[config.mk]
export PLATFORM = sky130hd
export DESIGN_NAME = divider_seq
export DESIGN_NICKNAME = d
export VERILOG_FILES = /design/src/rtl/divider_seq.sv
export SDC_FILE = /design/constraint.sdc
export NUM_CORES = 1
export LEC_CHECK = 0
export ABC_AREA = 0
export CORE_MARGIN = 1
export CORE_UTILIZATION = 55
export CTS_BUF_LIST = sky130_fd_sc_hd__clkbuf_2 sky130_fd_sc_hd__clkbuf_4 sky130_fd_sc_hd__clkbuf_8
export DETAILED_ROUTE_END_ITERATION = 7
export PLACE_DENSITY_LB_ADDON = 0.05
export SKIP_CTS_REPAIR_TIMING = 1
export SYNTH_ARGS = -nofsm -noshare
export SYNTH_HDL_FRONTEND = slang
export SYNTH_SLANG_ARGS = --single-unit
[constraint.sdc]
create_clock -name clk -period 17.5 [get_ports clk]
set_input_delay 5.25 -clock clk [delete_from_list [all_inputs] [get_ports clk]]
set_output_delay 5.25 -clock clk [all_outputs]
set_load 0.02 [all_outputs]
[src/rtl/divider_seq.sv]
// -----------------------------------------------------------------------------
// divider_seq -- sequential restoring divider, one quotient bit per cycle.
//
// Signed (two's-complement, truncating toward zero) or unsigned divide of two
// WIDTH-bit operands. Operands are captured when start is accepted in IDLE;
// the result appears WIDTH+1 edges later with a one-cycle done pulse. A zero
// divisor short-circuits to a one-edge result: quot = all ones, rem = dividend.
//
// Ports
//   clk          rising-edge clock
//   rst          asynchronous active-high reset
//   start        request, sampled only while idle
//   is_signed    1 = signed divide, 0 = unsigned (captured with start)
//   dividend     numerator   (captured with start)
//   divisor      denominator (captured with start)
//   quot         quotient, registered, held until the next completion
//   rem          remainder, registered, held until the next completion
//   busy         high while an operation is in flight
//   done         single-cycle completion pulse
//   div_by_zero  set with done for a zero divisor, held until next acceptance
// -----------------------------------------------------------------------------
module divider_seq #(
  parameter int WIDTH = 64
) (
  input  logic             clk,
  input  logic             rst,
  input  logic             start,
  input  logic             is_signed,
  input  logic [WIDTH-1:0] dividend,
  input  logic [WIDTH-1:0] divisor,
  output logic [WIDTH-1:0] quot,
  output logic [WIDTH-1:0] rem,
  output logic             busy,
  output logic             done,
  output logic             div_by_zero
);

  localparam int CNT_W = (WIDTH > 1) ? $clog2(WIDTH) : 1;

  typedef enum logic [1:0] {IDLE, CALC, FIX, ZERO} state_t;

  state_t           state;
  state_t           state_next;
  logic [CNT_W-1:0] cnt;
  logic [WIDTH-1:0] dvd;      // dividend magnitude, shifts out MSB-first; quotient shifts in
  logic [WIDTH-1:0] dvs;      // divisor magnitude
  logic [WIDTH-1:0] prem;     // partial remainder (always < dvs, so WIDTH bits hold it)
  logic             sgn;
  logic             neg_dvd;
  logic             neg_dvs;

  logic [WIDTH:0]   shifted;  // WIDTH+1-bit partial remainder after shifting in a bit
  logic [WIDTH-1:0] trial;
  logic             qbit;

  // Two's-complement negation modulo 2^WIDTH; the minimum value maps to itself.
  function automatic logic [WIDTH-1:0] neg2(input logic [WIDTH-1:0] v);
    return ~v + WIDTH'(1);
  endfunction

  function automatic logic [WIDTH-1:0] cond_neg(input logic [WIDTH-1:0] v, input logic en);
    return en ? neg2(v) : v;
  endfunction

  // One restoring step. When shifted >= dvs the difference is below dvs, so
  // the low WIDTH bits of the subtraction are exact.
  always_comb begin
    shifted = {prem, dvd[WIDTH-1]};
    qbit    = (shifted >= {1'b0, dvs});
    trial   = shifted[WIDTH-1:0] - dvs;
  end

  always_ff @(posedge clk or posedge rst) begin
    if (rst) state <= IDLE;
    else     state <= state_next;
  end

  always_comb begin
    state_next = state;
    case (state)
      IDLE: if (start) state_next = (divisor == '0) ? ZERO : CALC;
      CALC: if (cnt == '0) state_next = FIX;
      FIX:  state_next = IDLE;
      ZERO: state_next = IDLE;
      default: state_next = IDLE;
    endcase
  end

  always_ff @(posedge clk or posedge rst) begin
    if (rst) begin
      cnt         <= '0;
      dvd         <= '0;
      dvs         <= '0;
      prem        <= '0;
      sgn         <= 1'b0;
      neg_dvd     <= 1'b0;
      neg_dvs     <= 1'b0;
      quot        <= '0;
      rem         <= '0;
      busy        <= 1'b0;
      done        <= 1'b0;
      div_by_zero <= 1'b0;
    end else begin
      done <= 1'b0;
      case (state)
        IDLE: begin
          if (start) begin
            sgn         <= is_signed;
            neg_dvd     <= is_signed & dividend[WIDTH-1];
            neg_dvs     <= is_signed & divisor[WIDTH-1];
            // A zero divisor reports the raw dividend, so keep it unconverted.
            dvd         <= (divisor == '0) ? dividend
                                           : cond_neg(dividend, is_signed & dividend[WIDTH-1]);
            dvs         <= cond_neg(divisor, is_signed & divisor[WIDTH-1]);
            prem        <= '0;
            cnt         <= CNT_W'(WIDTH - 1);
            busy        <= 1'b1;
            div_by_zero <= 1'b0;
          end
        end
        CALC: begin
          prem <= qbit ? trial : shifted[WIDTH-1:0];
          dvd  <= {dvd[WIDTH-2:0], qbit};
          cnt  <= cnt - CNT_W'(1);
        end
        FIX: begin
          quot <= cond_neg(dvd, sgn & (neg_dvd ^ neg_dvs));
          rem  <= cond_neg(prem, sgn & neg_dvd);
          done <= 1'b1;
          busy <= 1'b0;
        end
        ZERO: begin
          quot        <= '1;
          rem         <= dvd;
          div_by_zero <= 1'b1;
          done        <= 1'b1;
          busy        <= 1'b0;
        end
        default: ;
      endcase
    end
  end

endmodule

### Yosys cells after proc, flatten, opt, wreduce, memory -nomap -nowiden

Cells that the tools add are included.

| operators by class | value |
|---|---|
| $add $sub $neg | 6 |
| magnitude comparators | 1 |
| equality and inequality tests | 5 |
| multiplexer cells | 23 |
| bitwise gates (word level) | 9 |
| reductions and logical operators | 13 |

Operators by type and width:

| cell | number |
|---|---|
| 64-bit two-way mux | 8 |
| 64-bit one-hot mux with 2 select lines | 4 |
| 64-bit by 1-bit adder with 64-bit output, second input constant | 4 |
| 64-bit inverter | 4 |
| 65-bit by 64-bit greater-or-equal comparator with 1-bit output | 1 |
| 64-bit logical NOT | 1 |
| 64-bit subtractor | 1 |
| 6-bit one-hot mux with 2 select lines | 1 |
| 2-bit AND reduction | 5 |
| 2-bit nonzero test | 4 |
| 6-bit logical NOT | 1 |
| 2-bit two-way mux | 3 |
| 6-bit two-way mux | 1 |
| 2-bit one-hot mux with 3 select lines | 1 |
| 6-bit by 1-bit subtractor with 6-bit output, second input constant | 1 |
| 1-bit bitwise AND | 4 |
| 2-bit equality test, second input constant | 2 |
| 2-bit != test, second input constant | 2 |
| 1-bit one-hot mux with 2 select lines | 2 |
| 1-bit two-way mux | 3 |
| 2-bit by 1-bit equality test with 1-bit output, second input constant | 1 |
| 2-bit logical NOT | 1 |
| 2-bit OR reduction | 1 |
| 1-bit bitwise XOR | 1 |

| word-level totals | value |
|---|---|
| register bits after elaboration | 334 |
| output and inout port bits | 131 |
| word-level logic and storage cells | 70 |

### Longest topological paths before layout

Gate-level depths: netlist of run 1.

| logic depth | value |
|---|---|
| depth in word-level cells | 6 |
| depth in mapped cells | 15 |
| mapped depth without buffers | 14 |

### Worst setup path before layout of run 1

Ideal clock, no wire load.

| timing | value |
|---|---|
| path type | input -> register |
| start | input port dividend[0] |
| end | register dvd[32] |
| arrival time | 7,951 ps |
| required time | 17,367 ps |
| path slack | 9,416 ps |
| stages | 13 |
| path buffers | 1 |
| cells stage by stage | inv_1 -> ha_1 -> or3b_2 -> or4_1 -> clkbuf_1 -> nor4b_1 -> inv_1 -> or2_2 -> o31ai_1 -> xor2_1 -> nor2_1 -> a21oi_1 -> o21ai_0 |

| on the way | value |
|---|---|
| longest elaborated chain between the ends | 6 |

Ends and longest elaborated chain:

| item | line | RTL |
|---|---|---|
| from (decl) | 29 | `input logic [WIDTH-1:0] dividend,` |
| 64-bit inverter | 58 | `return ~v + WIDTH'(1);` |
| 64-bit by 1-bit adder with 64-bit output | 58 |  |
| 64-bit two-way mux | 62 | `return en ? neg2(v) : v;` |
| 64-bit two-way mux | 112 | `dvd <= (divisor == '0) ? dividend` |
| 64-bit two-way mux | 107 | `if (start) begin` |
| 64-bit one-hot mux with 2 select lines | 105 | `case (state)` |
| to (signal assigned) | 112 |  |
| to (signal assigned) | 123 | `dvd <= {dvd[WIDTH-2:0], qbit};` |
| to (decl) | 45 | `logic [WIDTH-1:0] dvd;` |

Every way passes these cells. The select of a mux whose other input is x is not followed.
A chain may end at the register's enable or synchronous reset.

### Worst setup path in the final report of run 1

| timing | value |
|---|---|
| start | input port dividend[1] |
| end | register dvd[61] |

Same word-level chain as after synthesis.

==> flow_summary.ini, run 1 <==
[outcome]
status = complete, no violations

[sta]
rsz0062_at_grt = no
period_share_pct = 49.5
final_hold_viol_count = 0
fin_tns_setup_ps = 0
drv_slew = 0
fmax_mhz = 115
tightest_slew_ps = 1200
whs_ps = 473
finClkSkew_ps = 25.8
max-slew-margin-rel_pct = 19.5
finalCriticalPeriod_ps = 8660
setup_viol = 0

[detailed_routing]
first_pass_iters = 6
met3_length_um = 5260
post_drt_wl_per_cell_um = 19.8
wl_met1_um = 32000
vias_per_cell = 6.05
drc = 0
totalWireLength_um = 69200
detail_route.iter0.violations = 1902
wl_met2_um = 30100
topRoutingLayerUsed = met4
ant_nets = 0
num_vias = 21103

[critical_path]
reg2reg_from = prem[8]$_DFFE_PP0P_
critPathCaptureType = flop
critPathKind = input pin to flop
crit_path_start = dividend[1]
worstPathRequired_ps = 17990
cp_slowest_cell = or4b_1
arrival_ps = 9150
critPathMaxFanout = 5
critical_path.cell_chain = clkdlybuf4s50_1 > or4_1 > nor4_1 > nand3_1 > or4b_1 > nand2b_1 > nor3_1 > a21oi_1 > xnor2_1 > a21oi_1
critPathMaxStageDelay_ps = 690
r2r_cells = 12
start_kind = input pin
crit_top_cell = a21oi_1

[grt]
grt.total_usage_pct = 32.7
grt_max_degree = 124
grt_pass1_vias = 19740
grt_pass1_wl_um = 109000
gr-total-overflow = 0
antenna_found_initial = 0

[finish]
n_antenna_cell = 0
final_cell_mix = dfrtp_1 (332), o21ai_0 (312), nand2_1 (307), clkdlybuf4s50_1 (262), a21oi_1 (229)
fin_util_pct = 65.8
fin_area_sq_um = 26900
finalNonFillerCells = 3490
drive_gt1_share_pct = 6.59
nets = 3126
fillers = 3521
mostFrequentLayoutCell = dfrtp_1
syn_to_final_growth_pct = 17.6

[min_path]
hold_depth = 2
min_path_type = flop to flop
min_from = dvs[19]$_DFFE_PP0P_

[logic_synthesis]
synth_edf_count = 0
ys_seq_area_share_pct = 36.5
postSynthAreaPerCell_sq_um = 8.29
synth_cell_type_count = 72
ys_warn_count = 0
synthArstFlopShare_pct = 100
syn_area_sq_um = 22900
ys.flop_type = dfrtp_1
syn-instance-count = 2762
synth_seq_cells = 334
syn-num-nets = 2965

[die]
die_x_um = 206
rows = 74
die_area_sq_um = 42500
die_h_um = 206
initial_core_util_pct = 56.0
io_pins = 263
placeableCoreArea_sq_um = 40900

[placed_design]
routabilityCongestion = 0.952
placed_cells = 3396
port_buffers = 262
dpl-instance-area_sq_um = 25700
dpl.hpwl_um = 52000

[clock_tree]
clk_latency_ps = 660
clk_pin_slew_ps = 60
clock_sinks = 334
cts_buffer_depth = 3
clock_tree.root_cell = clkbuf_8
cts_tree = built
htreeDepth = 2
cts_buffers = 57

[pwr]
power_density_nw_per_um2 = 170
ir_drop_uv = 97.1
p_leak_nw = 11.0

[flow_run]
drv_cap = 0
==> kinds of logic after synthesis <==
kind of cell,share of synthesized area (%)
AOI/OAI and AO/OA,21.6
and+or+nand+nor,16.6
DFF,36.5
xor gates and xnor gates,11.8
buffers and inverters,4.94
muxes,4.69
adders and majority gates,3.91
==> where the power goes <==
| part | internal (W) | switching (W) | total, W |
|---|---|---|---|
| Combinational | 0.00101 | 0.00141 | 0.00242 |
| Sequential | 0.00100 | 0.000381 | 0.00138 |
| Clock | 0.000448 | 0.000322 | 0.000771 |
==> path summary, 6_finish.rpt <==
| path | to | slack, ps |
|---|---|---|
| worst max register to register | prem[63]$_DFFE_PP0P_ | 12300 |
| min in group asynchronous | quot[7]$_DFFE_PP0N_ | 5130 |
| max in group asynchronous | dvs[56]$_DFFE_PP0P_ | 10010 |
| worst max-delay path | dvd[61]$_DFFE_PP0P_ | 8840 |
| worst min-delay path | dvs[19]$_DFFE_PP0P_ | 470 |
| worst min register to register | dvs[19]$_DFFE_PP0P_ | 470 |
==> metrics by stage <==
step | setup slack [ps] | power, W
2_1_floorplan | 3000 | 0.00310
3_3_place_gp | 8190 | 0.00371
3_5_place_dp | 8190 | 0.00376
4_1_cts | 8890 | 0.00454
5_1_grt | 8650 | 0.00493
6_report | 8840 | 0.00458
==> Yosys cell counts (all sizes together), types with 13 or more instances <==
cell type  instances  area (sq um)
nor3              63           315
o41ai             22           211
buf               23           113
nor2             226           848
o21bai            13          97.6
xor2             160          1400
a221o             13           130
clkbuf           157           591
ha                70           876
o21ai            330          1650
a21oi            230          1150
nand2            307          1150
nor2b             16           100
xnor2            149          1310
nand4             22           138
nand2b            14          87.6
nor4              29           194
a21o              23           173
o31ai             44           344
a31oi             27           169
nand3             33           165
or4               34           255
o22ai             16           100
dfrtp            334          8360
mux2              51           574
or3               26           163
inv              114           428
a22oi             43           323
mux2i             50           500
==> per-layer routing <==
metal | global-route usage [%] | vias up
met4 | 9.80 | 0
met3 | 5.20 | 121
met5 | 0 | -
met2 | 49.0 | 887
li1 | - | 10115
met1 | 48.5 | 9980
==> worst max-delay path, delay by kind of cell <==
kind | cells | cell delay [ps]
xor gates and xnor gates | 1 | 180
AOI/OAI and AO/OA | 2 | 250
buffers and inverters | 1 | 470
and+or+nand+nor | 6 | 3000
==> state kept, by name, summed over array words and instances, names as in the netlist, 2 cells and up <==
name / count
rem: 64
cnt: 6
dvs: 64
dvd: 64
state: 2
prem: 64
quot: 64
==> final cells by class <==
class	instances	area (sq um)	area share, %
flip-flops and latches	334	8370	31.1
clock inverters	13	200	0.743
clock buffers	81	1030	3.81
well taps	532	666	2.47
multi-input cells	2134	13500	50.0
repair buffers	282	2770	10.3
inverters	114	435	1.62
(Power assumes the default switching activity.)
==> inputs of run 2 (changes only) <==
--- a/config.mk
+++ b/config.mk
@@ -7,7 +7,7 @@
 export LEC_CHECK = 0
 export ABC_AREA = 0
 export CORE_MARGIN = 1
-export CORE_UTILIZATION = 55
+export CORE_UTILIZATION = 53
 export CTS_BUF_LIST = sky130_fd_sc_hd__clkbuf_2 sky130_fd_sc_hd__clkbuf_4 sky130_fd_sc_hd__clkbuf_8
 export DETAILED_ROUTE_END_ITERATION = 7
 export PLACE_DENSITY_LB_ADDON = 0.05
==> constraint.sdc (replaced) <==
create_clock -name clk -period 7 [get_ports clk]
set_input_delay 2.1 -clock clk [delete_from_list [all_inputs] [get_ports clk]]
set_output_delay 2.1 -clock clk [all_outputs]
set_load 0.02 [all_outputs]
==> flow_summary.ini, run 2 (synthesized netlist as in run 1, its figures left out) <==
[outcome]
status = complete, no violations

[clock_tree]
cts_buffers = 56
clock_tree.root_cell = clkbuf_8
htreeDepth = 2
clk_latency_ps = 670
cts_buffer_depth = 3
cts_tree = built
clk_pin_slew_ps = 60
clock_sinks = 334

[grt]
grt.total_usage_pct = 32.3
grt_pass1_wl_um = 113000
gr-total-overflow = 0
grt_pass1_vias = 20155
antenna_found_initial = 0
grt_max_degree = 108

[finish]
syn_to_final_growth_pct = 18.1
mostFrequentLayoutCell = dfrtp_1
n_antenna_cell = 0
drive_gt1_share_pct = 7.03
final_cell_mix = dfrtp_1 (332), o21ai_0 (312), nand2_1 (307), clkdlybuf4s50_1 (262), a21oi_1 (229)
finalNonFillerCells = 3549
nets = 3131

[critical_path]
critPathKind = input pin to flop
critPathCaptureType = flop
arrival_ps = 6010
worstPathRequired_ps = 7560
critPathMaxFanout = 6
start_kind = input pin

[die]
placeableCoreArea_sq_um = 42300
rows = 75
die_area_sq_um = 44100
io_pins = 263
die_x_um = 210
initial_core_util_pct = 54.1
die_h_um = 210

[placed_design]
port_buffers = 262
placed_cells = 3447
dpl.hpwl_um = 53200
routabilityCongestion = 0.944

[sta]
finClkSkew_ps = 23.2
fin_tns_setup_ps = 0
fmax_mhz = 183
final_hold_viol_count = 0
drv_slew = 0
tightest_slew_ps = 1160
max-slew-margin-rel_pct = 22.9
period_share_pct = 77.9
whs_ps = 475
finalCriticalPeriod_ps = 5450
setup_viol = 0
rsz0062_at_grt = no

[min_path]
min_path_type = flop to flop

[flow_run]
drv_cap = 0

[detailed_routing]
detail_route.iter0.violations = 2004
drc = 0
totalWireLength_um = 71000
ant_nets = 0
num_vias = 21242
first_pass_iters = 5
vias_per_cell = 5.99
post_drt_wl_per_cell_um = 20.0

[pwr]
power_density_nw_per_um2 = 423
finalPower_w = 0.0114
p_leak_nw = 11.0
ir_drop_uv = 247
[run 2: report_power, final]
group | switching, W | internal (W) | total (W)
Clock | 0.000826 | 0.00106 | 0.00188
Sequential | 0.000964 | 0.00250 | 0.00347
Combinational | 0.00355 | 0.00254 | 0.00609
[run 2: final cells by class]
type	count	area, sq um
clock buffer	95	1180
clock inverter	7	55.1
fill	3714	15300
inverter	114	432
multi-input combinational	2134	13500
sequential	334	8370
tap	577	722
timing repair buffer	288	2840
[run 2: final timing paths]
check / start / end / slack (ps) / depth (start not counted)
min in group asynchronous: rst / quot[17]$_DFFE_PP0N_ / 1930 / 2
min: dvs[15]$_DFFE_PP0P_ / dvs[15]$_DFFE_PP0P_ / 470 / 2
max: dividend[0] / dvd[58]$_DFFE_PP0P_ / 1550 / 12
max in group asynchronous: rst / prem[34]$_DFFE_PP0P_ / 3850 / 3
max reg2reg: prem[7]$_DFFE_PP0P_ / prem[28]$_DFFE_PP0P_ / 2130 / 12
min reg2reg: dvs[15]$_DFFE_PP0P_ / dvs[15]$_DFFE_PP0P_ / 470 / 2
[run 2: worst max-delay path: stages]
cell and delay (ps):
clkdlybuf4s50_1 470, inv_1 110, ha_1 160, or3b_2 480
or4_1 610, nand2b_1 280, nor3_1 540, nand3_1 290
nor3_1 510, a21oi_1 170, xnor2_1 150, o21ai_0 160
[run 2: per-layer routing]
| metal | part of all wire (%) | track usage, % |
|---|---|---|
| met1 | 46 | 47.5 |
| met2 | 44 | 49.0 |
| met3 | 7.0 | 4.31 |
| met4 | 2.9 | 10.6 |
| met5 | 0 | 0 |
[run 2: metrics by stage]
step	setup WS [ps]	cell area (sq um)	utilization (%)
after detailed placement	940	25800	61.0
after CTS	1630	27100	63.9
after floorplan	437	22900	-
final	1550	27100	63.9
after global placement	936	25800	61.0
after global routing	1360	27100	63.9
==> inputs of run 3 (changes only) <==
==> constraint.sdc (replaced) <==
create_clock -name clk -period 4.45 [get_ports clk]
set_input_delay 1.335 -clock clk [delete_from_list [all_inputs] [get_ports clk]]
set_output_delay 1.335 -clock clk [all_outputs]
set_load 0.02 [all_outputs]
==> flow_summary.ini, run 3 (synthesized netlist as in run 1, its figures left out) <==
[outcome]
status = complete, no violations

[detailed_routing]
post_drt_wl_per_cell_um = 20.2
detail_route.iter0.violations = 2221
ant_nets = 0
totalWireLength_um = 74700
vias_per_cell = 5.96
first_pass_iters = 6
num_vias = 22052
drc = 0

[finish]
drive_gt1_share_pct = 11.6
regArea_sq_um = 8370
fillers = 3584
mostFrequentLayoutCell = dfrtp_1
multi_input_area_sq_um = 13500
nets = 3282
final_cell_mix = dfrtp_1 (332), o21ai_0 (312), nand2_1 (307), clkdlybuf4s50_1 (262), a21oi_1 (229)
syn_to_final_growth_pct = 23.4

[critical_path]
critPathMaxFanout = 5
crit_path_start = dividend[0]
rrSetupSlack_ps = 360
crit_top_cell = buf_4
cp_slowest_cell = or4_1
critPathCaptureType = flop
r2r_cells = 14
critPathMaxStageDelay_ps = 560
reg2reg_from = dvs[9]$_DFFE_PP0P_
critPathKind = input pin to flop
rr_endpoint = prem[21]$_DFFE_PP0P_
arrival_ps = 4750
worstPathRequired_ps = 5020
critical_path.cell_chain = clkdlybuf4s50_1 > inv_1 > ha_1 > or3b_2 > or4_1 > buf_4 > nand2b_1 > nor3_1 > buf_4 > nand3_1 > nor3_1 > buf_4 > a21oi_1 > xnor2_1 > o21ai_0
start_kind = input pin
cp-endpoint = dvd[60]$_DFFE_PP0P_

[die]
placeableCoreArea_sq_um = 42300
rows = 75
die_h_um = 210
die_x_um = 210
die_area_sq_um = 44100
initial_core_util_pct = 54.1
io_pins = 263

[placed_design]
dp_slack_ps = -306
port_buffers = 262
dpl.hpwl_um = 57000
routabilityCongestion = 0.986

[pwr]
finalPower_w = 0.0185
power_density_nw_per_um2 = 656
ir_drop_uv = 307
p_leak_nw = 11.7

[grt]
grt_max_degree = 128
antenna_found_initial = 0
grt_pass1_vias = 21001
grt.total_usage_pct = 33.6
grt_pass1_wl_um = 117000
gr-total-overflow = 0

[sta]
finClkSkew_ps = 27.5
period_share_pct = 94.0
final_hold_viol_count = 0
rsz0062_at_grt = no
fmax_mhz = 239
setup_viol = 0
finalCriticalPeriod_ps = 4180
whs_ps = 477
setup_ws_ps = 269
drv_slew = 0
tightest_slew_ps = 1080
max-slew-margin-rel_pct = 27.7

[clock_tree]
cts_buffers = 56
clock_tree.root_cell = clkbuf_8
cts_buffer_depth = 3
htreeDepth = 2
clock_sinks = 334
clk_latency_ps = 680
cts_tree = built
clk_pin_slew_ps = 60

[min_path]
min_path_type = flop to flop

[flow_run]
drv_cap = 0
-- run 3: cell count changes in the layout (fill, tap and decap cells not counted) --
cell and delta:
buf_4 +144, clkbuf_4 -9, clkinv_2 +8, buf_12 +7
clkinvlp_4 +2, clkbuf_8 +1, clkinv_8 -1, diode_2 +1
inv_8 +1, nor2_1 +1, nor2_2 -1
-- run 3: layout make-up --
class	count	area share [%]
timing repair buffer	439	14.4
antenna	1	0.00885
tap	577	2.55
sequential	334	29.6
clock inverter	17	0.372
clock buffer	87	3.97
inverter	114	1.53
multi-input combinational	2134	47.6
-- run 3: metrics by stage --
step / utilization [%] / TNS, ps / area [sq um] / std cells
4_1_cts: 66.8 / 0 / 28300 / 3702
3_5_place_dp: 63.9 / -12400 / 27000 / 3598
3_3_place_gp: 63.9 / -9280 / 27000 / 3598
6_report: 66.8 / 0 / 28300 / 3703
5_1_grt: 66.8 / 0 / 28300 / 3702
2_1_floorplan: - / -450100 / 22900 / 2762
-- run 3: how the worst min path moves through the flow --
stage / from / to / slack [ps] / cells past startpoint
2_1_floorplan: dvs[10]$_DFFE_PP0P_ / dvs[10]$_DFFE_PP0P_ / 450 / 2
4_1_cts: dvs[28]$_DFFE_PP0P_ / dvs[28]$_DFFE_PP0P_ / 490 / 2
3_3_place_gp: dvs[35]$_DFFE_PP0P_ / dvs[35]$_DFFE_PP0P_ / 460 / 2
6_report: dvs[45]$_DFFE_PP0P_ / dvs[45]$_DFFE_PP0P_ / 480 / 2
3_5_place_dp: dvs[42]$_DFFE_PP0P_ / dvs[42]$_DFFE_PP0P_ / 470 / 2
5_1_grt: dvs[24]$_DFFE_PP0P_ / dvs[24]$_DFFE_PP0P_ / 490 / 2
-- run 3: report_power, final --
part           total (W)  internal (W)  switching (W)
logic             0.0101       0.00427        0.00586
registers        0.00542       0.00394        0.00148
clock network    0.00299       0.00162        0.00138
total             0.0185       0.00983        0.00872
-- run 3: per-layer routing --
metal	share of wire (%)	track usage [%]
met1	45	48.0
met2	45	53.4
met3	7.4	4.19
met4	2.5	9.99
met5	0	0
-- run 3: worst max-delay path, delay by kind of cell --
family	cells	cell delay [ps]
buffers and inverters	5	1070
AOI/OAI and AO/OA	2	290
adders and majority gates	1	180
xor gates and xnor gates	1	120
and+or+nand+nor	6	1770
